### src/rtl/ap3_alu_pkg.sv
// Shared types and sizing helpers for the AP3 wide-add scheduler.
// No logic; state encoding plus compile-time width functions.
package ap3_alu_pkg;

  typedef enum logic [1:0] {
    IDLE = 2'd0,
    RUN  = 2'd1,
    DONE = 2'd2
  } state_e;

  function automatic int nchunk(input int width, input int chunk);
    return width / chunk;
  endfunction

  function automatic int idw(input int nreq);
    return (nreq > 1) ? $clog2(nreq) : 1;
  endfunction

endpackage

### src/rtl/ap3_alu_slice.sv
// CHUNK-bit add/subtract slice kept as a plain '+' so it lands on the carry chain.
// Latency: combinational.
// Backpressure: none.
module ap3_alu_slice #(
  parameter int CHUNK = 8
) (
  input  logic [CHUNK-1:0] a,
  input  logic [CHUNK-1:0] b,
  input  logic             bi,
  input  logic             ci,
  output logic [CHUNK-1:0] s,
  output logic             co,
  output logic             cmsb
);

  logic [CHUNK-1:0] b_eff;
  logic [CHUNK:0]   sum;

  assign b_eff = bi ? ~b : b;
  assign sum   = {1'b0, a} + {1'b0, b_eff} + {{CHUNK{1'b0}}, ci};
  assign s     = sum[CHUNK-1:0];
  assign co    = sum[CHUNK];
  // The MSB sum bit is a ^ b ^ carry-in, so the carry into it falls out by XOR.
  assign cmsb  = sum[CHUNK-1] ^ a[CHUNK-1] ^ b_eff[CHUNK-1];

endmodule

### src/rtl/ap3_alu_sched.sv
// Round-robin scheduler feeding wide add/sub ops through one CHUNK-bit slice, LSB first.
// Latency: rsp_valid NCHUNK+1 cycles after the accept cycle.
// Backpressure: holds the result in DONE until rsp_ready; req_ready is low outside IDLE.
module ap3_alu_sched
  import ap3_alu_pkg::*;
#(
  parameter  int NREQ  = 2,
  parameter  int WIDTH = 32,
  parameter  int CHUNK = 8,
  localparam int IDW   = idw(NREQ)
) (
  input  logic                  clk,
  input  logic                  rst,
  input  logic [NREQ-1:0]       req_valid,
  output logic [NREQ-1:0]       req_ready,
  input  logic [NREQ*WIDTH-1:0] req_a,
  input  logic [NREQ*WIDTH-1:0] req_b,
  input  logic [NREQ-1:0]       req_sub,
  output logic                  rsp_valid,
  input  logic                  rsp_ready,
  output logic [IDW-1:0]        rsp_id,
  output logic [WIDTH-1:0]      rsp_y,
  output logic                  rsp_co,
  output logic                  rsp_ovf
);

  localparam int NCHUNK = nchunk(WIDTH, CHUNK);
  localparam int KW     = idw(NCHUNK);

  state_e           state_q, state_d;
  logic [IDW-1:0]   ptr_q, ptr_d;
  logic [IDW-1:0]   id_q, id_d;
  logic [KW-1:0]    k_q, k_d;
  logic             carry_q, carry_d;
  logic             sub_q, sub_d;
  logic [WIDTH-1:0] a_q, a_d;
  logic [WIDTH-1:0] b_q, b_d;
  logic [WIDTH-1:0] y_q, y_d;
  logic             co_q, co_d;
  logic             ovf_q, ovf_d;

  logic             gnt_vld;
  logic [IDW-1:0]   gnt_idx;
  logic [IDW:0]     cand;
  logic [WIDTH-1:0] gnt_a, gnt_b;
  logic             gnt_sub;

  logic [CHUNK-1:0] sl_a, sl_b, sl_s;
  logic             sl_co, sl_cmsb;

  // Scan from ptr+1 upward with wrap; the extra cand bit absorbs the wrap before the subtract.
  always_comb begin
    gnt_vld = 1'b0;
    gnt_idx = '0;
    cand    = '0;
    for (int i = 0; i < NREQ; i++) begin
      cand = {1'b0, ptr_q} + (IDW+1)'(i) + (IDW+1)'(1);
      if (cand >= (IDW+1)'(NREQ)) begin
        cand = cand - (IDW+1)'(NREQ);
      end
      if (!gnt_vld && req_valid[cand[IDW-1:0]]) begin
        gnt_vld = 1'b1;
        gnt_idx = cand[IDW-1:0];
      end
    end
  end

  always_comb begin
    req_ready = '0;
    gnt_a     = '0;
    gnt_b     = '0;
    gnt_sub   = 1'b0;
    for (int j = 0; j < NREQ; j++) begin
      if (gnt_idx == IDW'(j)) begin
        gnt_a   = req_a[j*WIDTH +: WIDTH];
        gnt_b   = req_b[j*WIDTH +: WIDTH];
        gnt_sub = req_sub[j];
        if (state_q == IDLE && gnt_vld) begin
          req_ready[j] = 1'b1;
        end
      end
    end
  end

  always_comb begin
    sl_a = '0;
    sl_b = '0;
    for (int i = 0; i < NCHUNK; i++) begin
      if (k_q == KW'(i)) begin
        sl_a = a_q[i*CHUNK +: CHUNK];
        sl_b = b_q[i*CHUNK +: CHUNK];
      end
    end
  end

  ap3_alu_slice #(.CHUNK(CHUNK)) u_slice (
    .a    (sl_a),
    .b    (sl_b),
    .bi   (sub_q),
    .ci   (carry_q),
    .s    (sl_s),
    .co   (sl_co),
    .cmsb (sl_cmsb)
  );

  always_comb begin
    state_d = state_q;
    ptr_d   = ptr_q;
    id_d    = id_q;
    k_d     = k_q;
    carry_d = carry_q;
    sub_d   = sub_q;
    a_d     = a_q;
    b_d     = b_q;
    y_d     = y_q;
    co_d    = co_q;
    ovf_d   = ovf_q;
    unique case (state_q)
      IDLE: begin
        if (gnt_vld) begin
          state_d = RUN;
          ptr_d   = gnt_idx;
          id_d    = gnt_idx;
          a_d     = gnt_a;
          b_d     = gnt_b;
          sub_d   = gnt_sub;
          carry_d = gnt_sub;
          k_d     = '0;
        end
      end
      RUN: begin
        for (int i = 0; i < NCHUNK; i++) begin
          if (k_q == KW'(i)) begin
            y_d[i*CHUNK +: CHUNK] = sl_s;
          end
        end
        carry_d = sl_co;
        k_d     = k_q + KW'(1);
        if (k_q == KW'(NCHUNK-1)) begin
          co_d    = sl_co;
          ovf_d   = sl_cmsb ^ sl_co;
          k_d     = '0;
          state_d = DONE;
        end
      end
      DONE: begin
        if (rsp_ready) begin
          state_d = IDLE;
        end
      end
      default: state_d = IDLE;
    endcase
  end

  always_ff @(posedge clk) begin
    if (rst) begin
      state_q <= IDLE;
      ptr_q   <= IDW'(NREQ-1);
      id_q    <= '0;
      k_q     <= '0;
      carry_q <= 1'b0;
      sub_q   <= 1'b0;
      a_q     <= '0;
      b_q     <= '0;
      y_q     <= '0;
      co_q    <= 1'b0;
      ovf_q   <= 1'b0;
    end else begin
      state_q <= state_d;
      ptr_q   <= ptr_d;
      id_q    <= id_d;
      k_q     <= k_d;
      carry_q <= carry_d;
      sub_q   <= sub_d;
      a_q     <= a_d;
      b_q     <= b_d;
      y_q     <= y_d;
      co_q    <= co_d;
      ovf_q   <= ovf_d;
    end
  end

  assign rsp_valid = (state_q == DONE);
  assign rsp_id    = id_q;
  assign rsp_y     = y_q;
  assign rsp_co    = co_q;
  assign rsp_ovf   = ovf_q;

endmodule
### config.mk
export PLATFORM = sky130hd
export DESIGN_NAME = ap3_alu_sched
export DESIGN_NICKNAME = d
export VERILOG_FILES = /design/src/rtl/ap3_alu_pkg.sv /design/src/rtl/ap3_alu_slice.sv /design/src/rtl/ap3_alu_sched.sv
export SDC_FILE = /design/constraint.sdc
export NUM_CORES = 1
export LEC_CHECK = 0
export CAP_MARGIN = 20
export CORE_MARGIN = 10
export CORE_UTILIZATION = 25
export DETAILED_ROUTE_END_ITERATION = 12
export PLACE_DENSITY = 0.5
export SETUP_SLACK_MARGIN = 0.5
export SLEW_MARGIN = 20
export SYNTH_ARGS = -nofsm -noshare
export SYNTH_HDL_FRONTEND = slang
export SYNTH_SLANG_ARGS = --single-unit
### constraint.sdc
create_clock -name clk -period 8.5 [get_ports clk]
set_input_delay 1.7 -clock clk [delete_from_list [all_inputs] [get_ports clk]]
set_output_delay 1.7 -clock clk [all_outputs]
set_load 0.02 [all_outputs]
== After elaboration in Yosys (flattened, before gate mapping) ==
Cells that the tools add are included.
Storage, ports and cells
  flip-flop bits (word level): 106
  bits in latches: 0
  memory bits (writable): 0
  bits in read-only memories: 0
  input bits: 135
  output and inout port bits: 38
  logic and storage cells: 84
  memories kept: 0
Cells by class
  $add $sub $neg: 7
  multiply operators: 0
  div/mod/pow operators: 0
  $lt $le $gt $ge: 4
  eq/ne operators: 8
  shift operators: 0
  muxes and demuxes: 34
  bitwise gates (word level): 4
  reduce and logical (&&, ||, !) cells: 13
Operators with widths (count)
  $mux 8: 9
  $mux 32: 2
  $mux 1: 15
  $reduce_and 2->1: 6
  $mux 2: 5
  $add 8x8->9: 1
  $add 9x1->9: 1
  $not 8->8: 1
  $eq 2x2->1 const B: 3
  $pmux 2 s3: 1
  $add 2x1->2 const B: 2
  $eq 2x1->1 const B: 2
  $ge 2x2->1 const B: 2
  $logic_not 2->1: 2
  $lt 1x2->1 const B: 2
  $ne 2x2->1 const B: 2
  $pmux 2 s2: 1
  $reduce_and 3->1: 1
  $xor 1x1->1: 3
  $add 1x1->2 const B: 1
  $logic_and 1x1->1: 2
  $ne 2x1->1 const B: 1
  $pmux 1 s2: 1
  $reduce_bool 2->1: 1
  2 further kinds: 3

== Depth between registers and ports, before layout ==
Gate-level depths: netlist (run 1).
  depth after elaboration: 12
  depth in mapped cells: 18
  depth with buffers taken out: 16

== Modules after synthesis ==
A second synthesis (run 1) with hierarchy kept.
Second synthesis, totals
  cell total of the unflattened synthesis: 745
  area, all modules: 5649.2 sq um
Modules (own cells, without submodules)
  ap3_alu_sched: instances 1, cells an instance 688, area each 5218.8 sq um, sequential area each 2122.0 sq um
  ap3_alu_slice: instances 1, cells an instance 57, area each 430.4 sq um, sequential area each 0.0 sq um

== Worst setup path after synthesis (run 1) ==
Ideal clock, no wire load.
  path kind: input to output
  from: input req_valid[1]
  to: output req_ready[1]
  arrival: 2.380 ns
  slack: 4.420 ns
  stages on the path: 3
  path buffers: 1
  path through: nand2_1 > a21oi_1 > clkbuf_1
Between the ends
  cells in the longest elaborated chain, start to end: 9
  elaborated cells on any way between the ends: 13
  those cells by class: mux (10); reduce/logical (3)
Ends and longest elaborated chain
  from (decl): line ap3_alu_sched.sv:14  | input logic [NREQ-1:0] req_valid,
  $mux 1 (not written as such) (2 in a row): line ap3_alu_sched.sv:61  | if (!gnt_vld && req_valid[cand[IDW-1:0]]) begin
  $mux 1: line ap3_alu_sched.sv:61
  $logic_not 1->1: line ap3_alu_sched.sv:61
  $logic_and 1x1->1: line ap3_alu_sched.sv:61
  $mux 1: line ap3_alu_sched.sv:61
  $logic_and 1x1->1: line ap3_alu_sched.sv:78  | if (state_q == IDLE && gnt_vld) begin
  $mux 1: line ap3_alu_sched.sv:78
  $mux 1 (*): line ap3_alu_sched.sv:74  | if (gnt_idx == IDW'(j)) begin
  to (decl): line ap3_alu_sched.sv:15  | output logic [NREQ-1:0] req_ready,
Mark *: on every way between the ends. The rest lies on a longest branch, timed or not. The select of a mux whose other input is x is not followed.

== Worst setup path in the final report (run 1) ==
  from: input req_valid[0]
  to: output req_ready[0]
Same word-level chain as after synthesis.

==> run_results.csv, run 1 <==
group,metric,value,unit
status,outcome,"finished clean",
synthesis,netlist_area,4791,um^2
global_routing,grtUsageTotal,13.37,%
worst_setup_path,required,6800,ps
drt,via_per_inst,5.047,
drt,totalWireLength,17190,um
floorplan,die-area,25100,um^2
layout,final_common_cell,"clkdlybuf4s50_1",
sta,setup_viol,0,
sta,fin_setup_tns,0,ps
power_and_ir_drop,p_per_area,182.0,nW/um^2
sta,tightest_slew,707.9,ps
worst_setup_path,crit_slowest_cell,"clkdlybuf4s50_1",
floorplan,die-width,158.4,um
global_routing,grtUsageMet1,16.03,%
worst_setup_path,worstPathArrival,3210,ps
sta,fin_ws,3591,ps
drt,antenna_left,0,
synthesis,synthCells,567,
placed_design,hpwl,13020,um
sta,drv_slew,0,
worst_setup_path,cpPeakStageDelay,620,ps
floorplan,io_pins,173,
synthesis,synth_area_per_cell,8.449,um^2
global_routing,grt_pass1_wl,26320,um
worst_setup_path,crit_family,"buffers and inverters",
synthesis,synth_xor_area_share,3.552,%
sta,period_share,57.75,%
clock_tree,cts_root_buffer,"clkbuf_16",
clock_tree,holdBufCountCts,0,
global_routing,grt_pass1_vias,4950,
power_and_ir_drop,p_leak,2.519,nW
min_path,hp-start,"rsp_y[9]$_SDFFE_PP0P_",
drt,vias,4764,
global_routing,use_met2,21.84,%
global_routing,top_usage_layer,"met2",
floorplan,fp-row-count,50,
global_routing,antenna_found_initial,0,
floorplan,start_util,25.53,%
synthesis,synth.area.mux_share,0,%
sta,slew-limit-headroom,52.81,%
sta,timing.fmax,0.2037,GHz
synthesis,synth_seq_area_share,44.29,%
run,drv_cap,0,
worst_setup_path,cp_common_cell,"clkdlybuf4s50_1",
clock_tree,clk_path_buf_depth,2,
synthesis,synth-main-ff-cell,"dfxtp_1",
drt,drc,0,
clock_tree,clock-sinks,106,
layout,area_growth,45.50,%
floorplan,die_h,158.4,um
placed_design,place_congestion,0.7959,
floorplan,core,18770,um^2
clock_tree,clk_pin_slew,70,ps
synthesis,synth_top_family_by_area,"compound AO/OA/AOI/OAI gates",
sta,hold_violations,0,
clock_tree,ctsHtreeMaxLevel,3,
min_path,hp-class,"reg -> reg",
layout,nFillCells,1911,
synthesis,synthSimpleGateAreaFrac,16.90,%
worst_setup_path,startpoint,"req_valid[0]",
layout,final_cell_mix,"171 x clkdlybuf4s50_1, 106 x dfxtp_1, 101 x nor2_1, 78 x nand2_1, 65 x a21oi_1",
placed_design,numPortBuffers,172,
sta,fin_crit,4909,ps
synthesis,synth_compound_area_share,26.74,%
worst_setup_path,cp_num_buf_inv,2,
worst_setup_path,critPathMaxFanout,3,
drt,drt-pass1-iter-count,8,
clock_tree,cts_tree,"built",
sta,rsz0062_at_grt,"false",
synthesis,ys_ff_latch,106,
power_and_ir_drop,irDropWorstVdd,0.1033,mV
drt,drt_iter0_markers,415,
synthesis,synthAdderAreaFrac,3.709,%
worst_setup_path,crit_type,"in -> out",
placed_design,dp_slack,3578,ps
global_routing,grt_overflow,0,
synthesis,syn_nets,715,
worst_setup_path,r2r-start,"k_q[0]$_SDFFE_PP0P_",
worst_setup_path,endpoint_kind,"primary output",
drt,routedWlPerCell,18.21,um
global_routing,grt_max_degree,107,
synthesis,synth_warnings,0,
clock_tree,cts_resized,0,
synthesis,synth.distinct_cells,38,
global_routing,use_met3,5.046,%
synthesis,synth_edf_count,0,
clock_tree,postCtsSetupBuffers,0,
sta,skew,8.098,ps
layout,drive_gt1_share,4.648,%
worst_setup_path,crit_chain,"clkdlybuf4s50_1 > and3_2 > clkdlybuf4s50_1",
synthesis,synthArstFlopShare,0,%
clock_tree,cts_buffers,9,
clock_tree,clock_latency,350,ps
layout,fin_nets,853,
layout,diodes,0,
worst_setup_path,cp-start-kind,"primary input",
==> final timing paths <==
| path | to | slack, ps | depth (start not counted) |
|---|---|---|---|
| worst min register to register | rsp_y[9]$_SDFFE_PP0P_ | 460 | 2 |
| worst max register to register | rsp_ovf$_SDFFE_PP0P_ | 4420 | 15 |
| worst min-delay path | rsp_y[9]$_SDFFE_PP0P_ | 460 | 2 |
| worst max-delay path | req_ready[0] | 3590 | 3 |
==> cell type report <==
class	count	area (um^2)	share of cell area (%)
clock buffer	11	242.7	3.482
clock inverter	5	40.04	0.5744
inverter	5	18.77	0.2693
multi-input combinational	404	2462	35.33
sequential	106	2122	30.44
tap	234	292.8	4.200
timing repair buffer	179	1792	25.70
==> routing by layer <==
| layer | routed length (um) | up-vias |
|---|---|---|
| met5 | 0 | - |
| met3 | 1410 | 18 |
| met1 | 7332 | 2212 |
| li1 | - | 2360 |
| met2 | 8120 | 174 |
| met4 | 329 | 0 |
==> power by group <==
part	internal, W	switching (W)
clock network	0.000208	0.000189
registers	0.000532	0.0000253
logic	0.000152	0.000162
==> worst min-delay path: stages, from the launching register on <==
cell	delay, ps
dfxtp_1	310
nand2_1	50
a21oi_1	50
==> cell families (layout without fill, tap and decap cells) <==
logic type,count (synthesis),count (layout)
flip-flops,106,106
AO/OA/AOI/OAI,175,175
AND/OR/NAND/NOR,200,200
adder cells (fa/ha/maj),13,13
XOR/XNOR,16,16
buffers and inverters,57,200
==> registers in the layout, indices dropped and copies added (netlist names) <==
register and flops:
sub_q 1, state_q 2, rsp_co 1, rsp_y 32
k_q 2, a_q 32, ptr_q 1, rsp_ovf 1
b_q 32, rsp_id 1, carry_q 1
==> metrics by stage <==
| stage | std cells | utilization [%] | hold slack, ps | cell area (um^2) | power [W] |
|---|---|---|---|---|---|
| 2_1_floorplan | 567 | - | 449.8 | 4791 | 0.0007452 |
| 3_3_place_gp | 927 | 35.49 | 443.5 | 6660 | 0.0008788 |
| 3_5_place_dp | 927 | 35.49 | 449.8 | 6660 | 0.0008834 |
| 4_1_cts | 943 | 36.99 | 460.0 | 6943 | 0.001283 |
| 5_1_grt | 944 | 37.14 | 476.5 | 6970 | 0.001339 |
| 6_report | 944 | 37.14 | 458.5 | 6970 | 0.001268 |
==> cells in the mapped netlist, types with 5 or more instances <==
cell      number  area share [%]
a21oi_1       66             6.9
nand3b_1       7             1.1
a211oi_1      11             1.7
o21ai_1       19             2.0
inv_1          5            0.39
dfxtp_1      106              44
clkbuf_1      44             3.4
ha_1          11             2.9
xor2_1         9             1.6
a222oi_1      64              13
nand2_1       78             6.1
nor2_1       101             7.9
Note: power is estimated with default switching activity, not from simulation.
==> inputs of run 2 (changes only) <==
==> constraint.sdc (replaced) <==
create_clock -name clk -period 4.8 [get_ports clk]
set_input_delay 0.96 -clock clk [delete_from_list [all_inputs] [get_ports clk]]
set_output_delay 0.96 -clock clk [all_outputs]
set_load 0.02 [all_outputs]
==> run_results.csv, run 2 (synthesized netlist as in run 1, its figures left out) <==
group,metric,value,unit
drt,totalWireLength,17710,um
drt,antenna_left,0,
floorplan,die_h,158.4,um
worst_setup_path,endpoint_kind,"register",
floorplan,io_pins,173,
global_routing,use_met2,22.08,%
sta,slew-limit-headroom,47.99,%
power_and_ir_drop,clock_power_share,33.9,%
min_path,hp-start,"rsp_y[3]$_SDFFE_PP0P_",
power_and_ir_drop,intPower,0.001682,W
clock_tree,clock-sinks,106,
clock_tree,cts_root_buffer,"clkbuf_16",
min_path,hold_depth,2,
floorplan,fp-row-count,50,
drt,drt-pass1-iter-count,10,
clock_tree,cts_resized,0,
clock_tree,cts_tree,"built",
clock_tree,holdBufCountCts,0,
sta,fin_crit,3891,ps
sta,timing.fmax,0.2570,GHz
worst_setup_path,r2r_slack,910,ps
clock_tree,postCtsSetupBuffers,0,
global_routing,use_met3,4.290,%
worst_setup_path,critPathMaxFanout,19,
sta,setup_viol,0,
min_path,min_to,"rsp_y[3]$_SDFFE_PP0P_",
clock_tree,ctsHtreeMaxLevel,3,
global_routing,top_usage_layer,"met2",
worst_setup_path,startpoint,"k_q[0]$_SDFFE_PP0P_",
clock_tree,clk_pin_slew,70,ps
power_and_ir_drop,swShare,28.25,%
min_path,hp-class,"reg -> reg",
power_and_ir_drop,p_comb_share,23.8,%
worst_setup_path,r2r-end,"rsp_ovf$_SDFFE_PP0P_",
sta,skew,6.715,ps
drt,drc,0,
sta,fin_setup_tns,0,ps
power_and_ir_drop,p_seq_share,42.3,%
worst_setup_path,r2r-start,"k_q[0]$_SDFFE_PP0P_",
sta,fin_ws,908.6,ps
placed_design,dp_slack,945.5,ps
worst_setup_path,crit_type,"reg -> reg",
global_routing,grtUsageMet1,16.75,%
clock_tree,cts_buffers,9,
floorplan,die-width,158.4,um
layout,final_cell_mix,"171 x clkdlybuf4s50_1, 106 x dfxtp_1, 101 x nor2_1, 78 x nand2_1, 65 x a21oi_1",
sta,period_share,81.07,%
placed_design,numPortBuffers,172,
placed_design,place_congestion,0.8348,
layout,final_common_cell,"clkdlybuf4s50_1",
global_routing,grtUsageTotal,13.73,%
power_and_ir_drop,irDropWorstVdd,0.1931,mV
floorplan,core,18770,um^2
layout,fin_nets,853,
worst_setup_path,cp-start-kind,"register",
layout,area_growth,45.99,%
sta,drv_slew,0,
worst_setup_path,required,5070,ps
drt,via_per_inst,5.085,
floorplan,start_util,25.53,%
layout,drive_gt1_share,4.648,%
floorplan,die-area,25100,um^2
global_routing,antenna_found_initial,1,
global_routing,grt_pass1_vias,5006,
worst_setup_path,worstPathArrival,4160,ps
worst_setup_path,ff2ff_path_depth,14,
clock_tree,clk_path_buf_depth,2,
status,outcome,"finished clean",
global_routing,grt_max_degree,107,
power_and_ir_drop,p_per_area,335.2,nW/um^2
sta,hold_violations,0,
run,drv_cap,0,
power_and_ir_drop,p_sw,0.0006622,W
global_routing,grt_overflow,0,
drt,vias,4805,
drt,drt_iter0_markers,533,
sta,rsz0062_at_grt,"false",
clock_tree,clock_latency,350,ps
drt,routedWlPerCell,18.74,um
global_routing,grt_pass1_wl,26840,um
placed_design,hpwl,13600,um
layout,utilization,37.27,%
power_and_ir_drop,p_leak,2.540,nW
sta,tightest_slew,780.1,ps
==> run 2: changes by cell type in the layout (fill, tap and decap cells not counted) <==
cell and delta:
diode_2 +1, buf_16 -1, bufinv_16 +2, clkinvlp_4 -2
clkinv_4 -2, clkinv_2 +2, buf_6 +1
==> run 2: worst max-delay path by stage <==
| stage | to | slack [ps] | cells after the start |
|---|---|---|---|
| floorplan | rsp_ovf$_SDFFE_PP0P_ | 1260 | 18 |
| global placement | rsp_ovf$_SDFFE_PP0P_ | 1020 | 14 |
| detailed placement | rsp_ovf$_SDFFE_PP0P_ | 950 | 14 |
| CTS | rsp_ovf$_SDFFE_PP0P_ | 900 | 14 |
| global route | rsp_ovf$_SDFFE_PP0P_ | 520 | 14 |
| finish | rsp_ovf$_SDFFE_PP0P_ | 910 | 14 |
==> run 2: power groups by stage <==
stage	logic [W]	registers [W]	clock network [W]
6_report	0.000558	0.000992	0.000794
4_1_cts	0.000559	0.000993	0.000813
2_1_floorplan	0.000317	0.00100	0
3_3_place_gp	0.000548	0.00101	0
3_5_place_dp	0.000557	0.00101	0
5_1_grt	0.000611	0.000999	0.000843
==> run 2: metal layers <==
metal,up-vias,wire length (um)
li1,2352,-
met1,2233,7574
met2,198,8240
met3,22,1447
met4,0,444
met5,-,0
==> run 2: per-stage QoR <==
stage	area, um^2	instances	hold WS [ps]	total power, W
after floorplan	4791	567	449.8	0.001320
after global placement	6668	928	447.3	0.001562
after detailed placement	6668	928	447.8	0.001569
after CTS	6988	944	457.4	0.002365
after global routing	6994	945	475.5	0.002453
final	6994	945	456.9	0.002344
==> run 2: area by class of cell <==
cell class | count | area [um^2]
fillers | 1908 | 11770
multi-input cells | 404 | 2462
flip-flops and latches | 106 | 2122
repair buffers | 179 | 1775
well taps | 234 | 292.8
clock buffers | 11 | 242.7
clock inverters | 5 | 77.57
inverters | 5 | 18.77
diodes | 1 | 2.502
==> run 2: critical path, stage by stage, from the launching register on <==
cell	delay (ps)
dfxtp_1	400
ha_1	540
nand3b_1	180
a21oi_1	70
a21oi_1	170
o21ai_1	90
xor2_1	170
fa_1	430
fa_1	440
a211oi_1	290
o21ai_1	130
a31oi_2	270
xnor2_1	160
xor3_1	260
a211oi_2	210
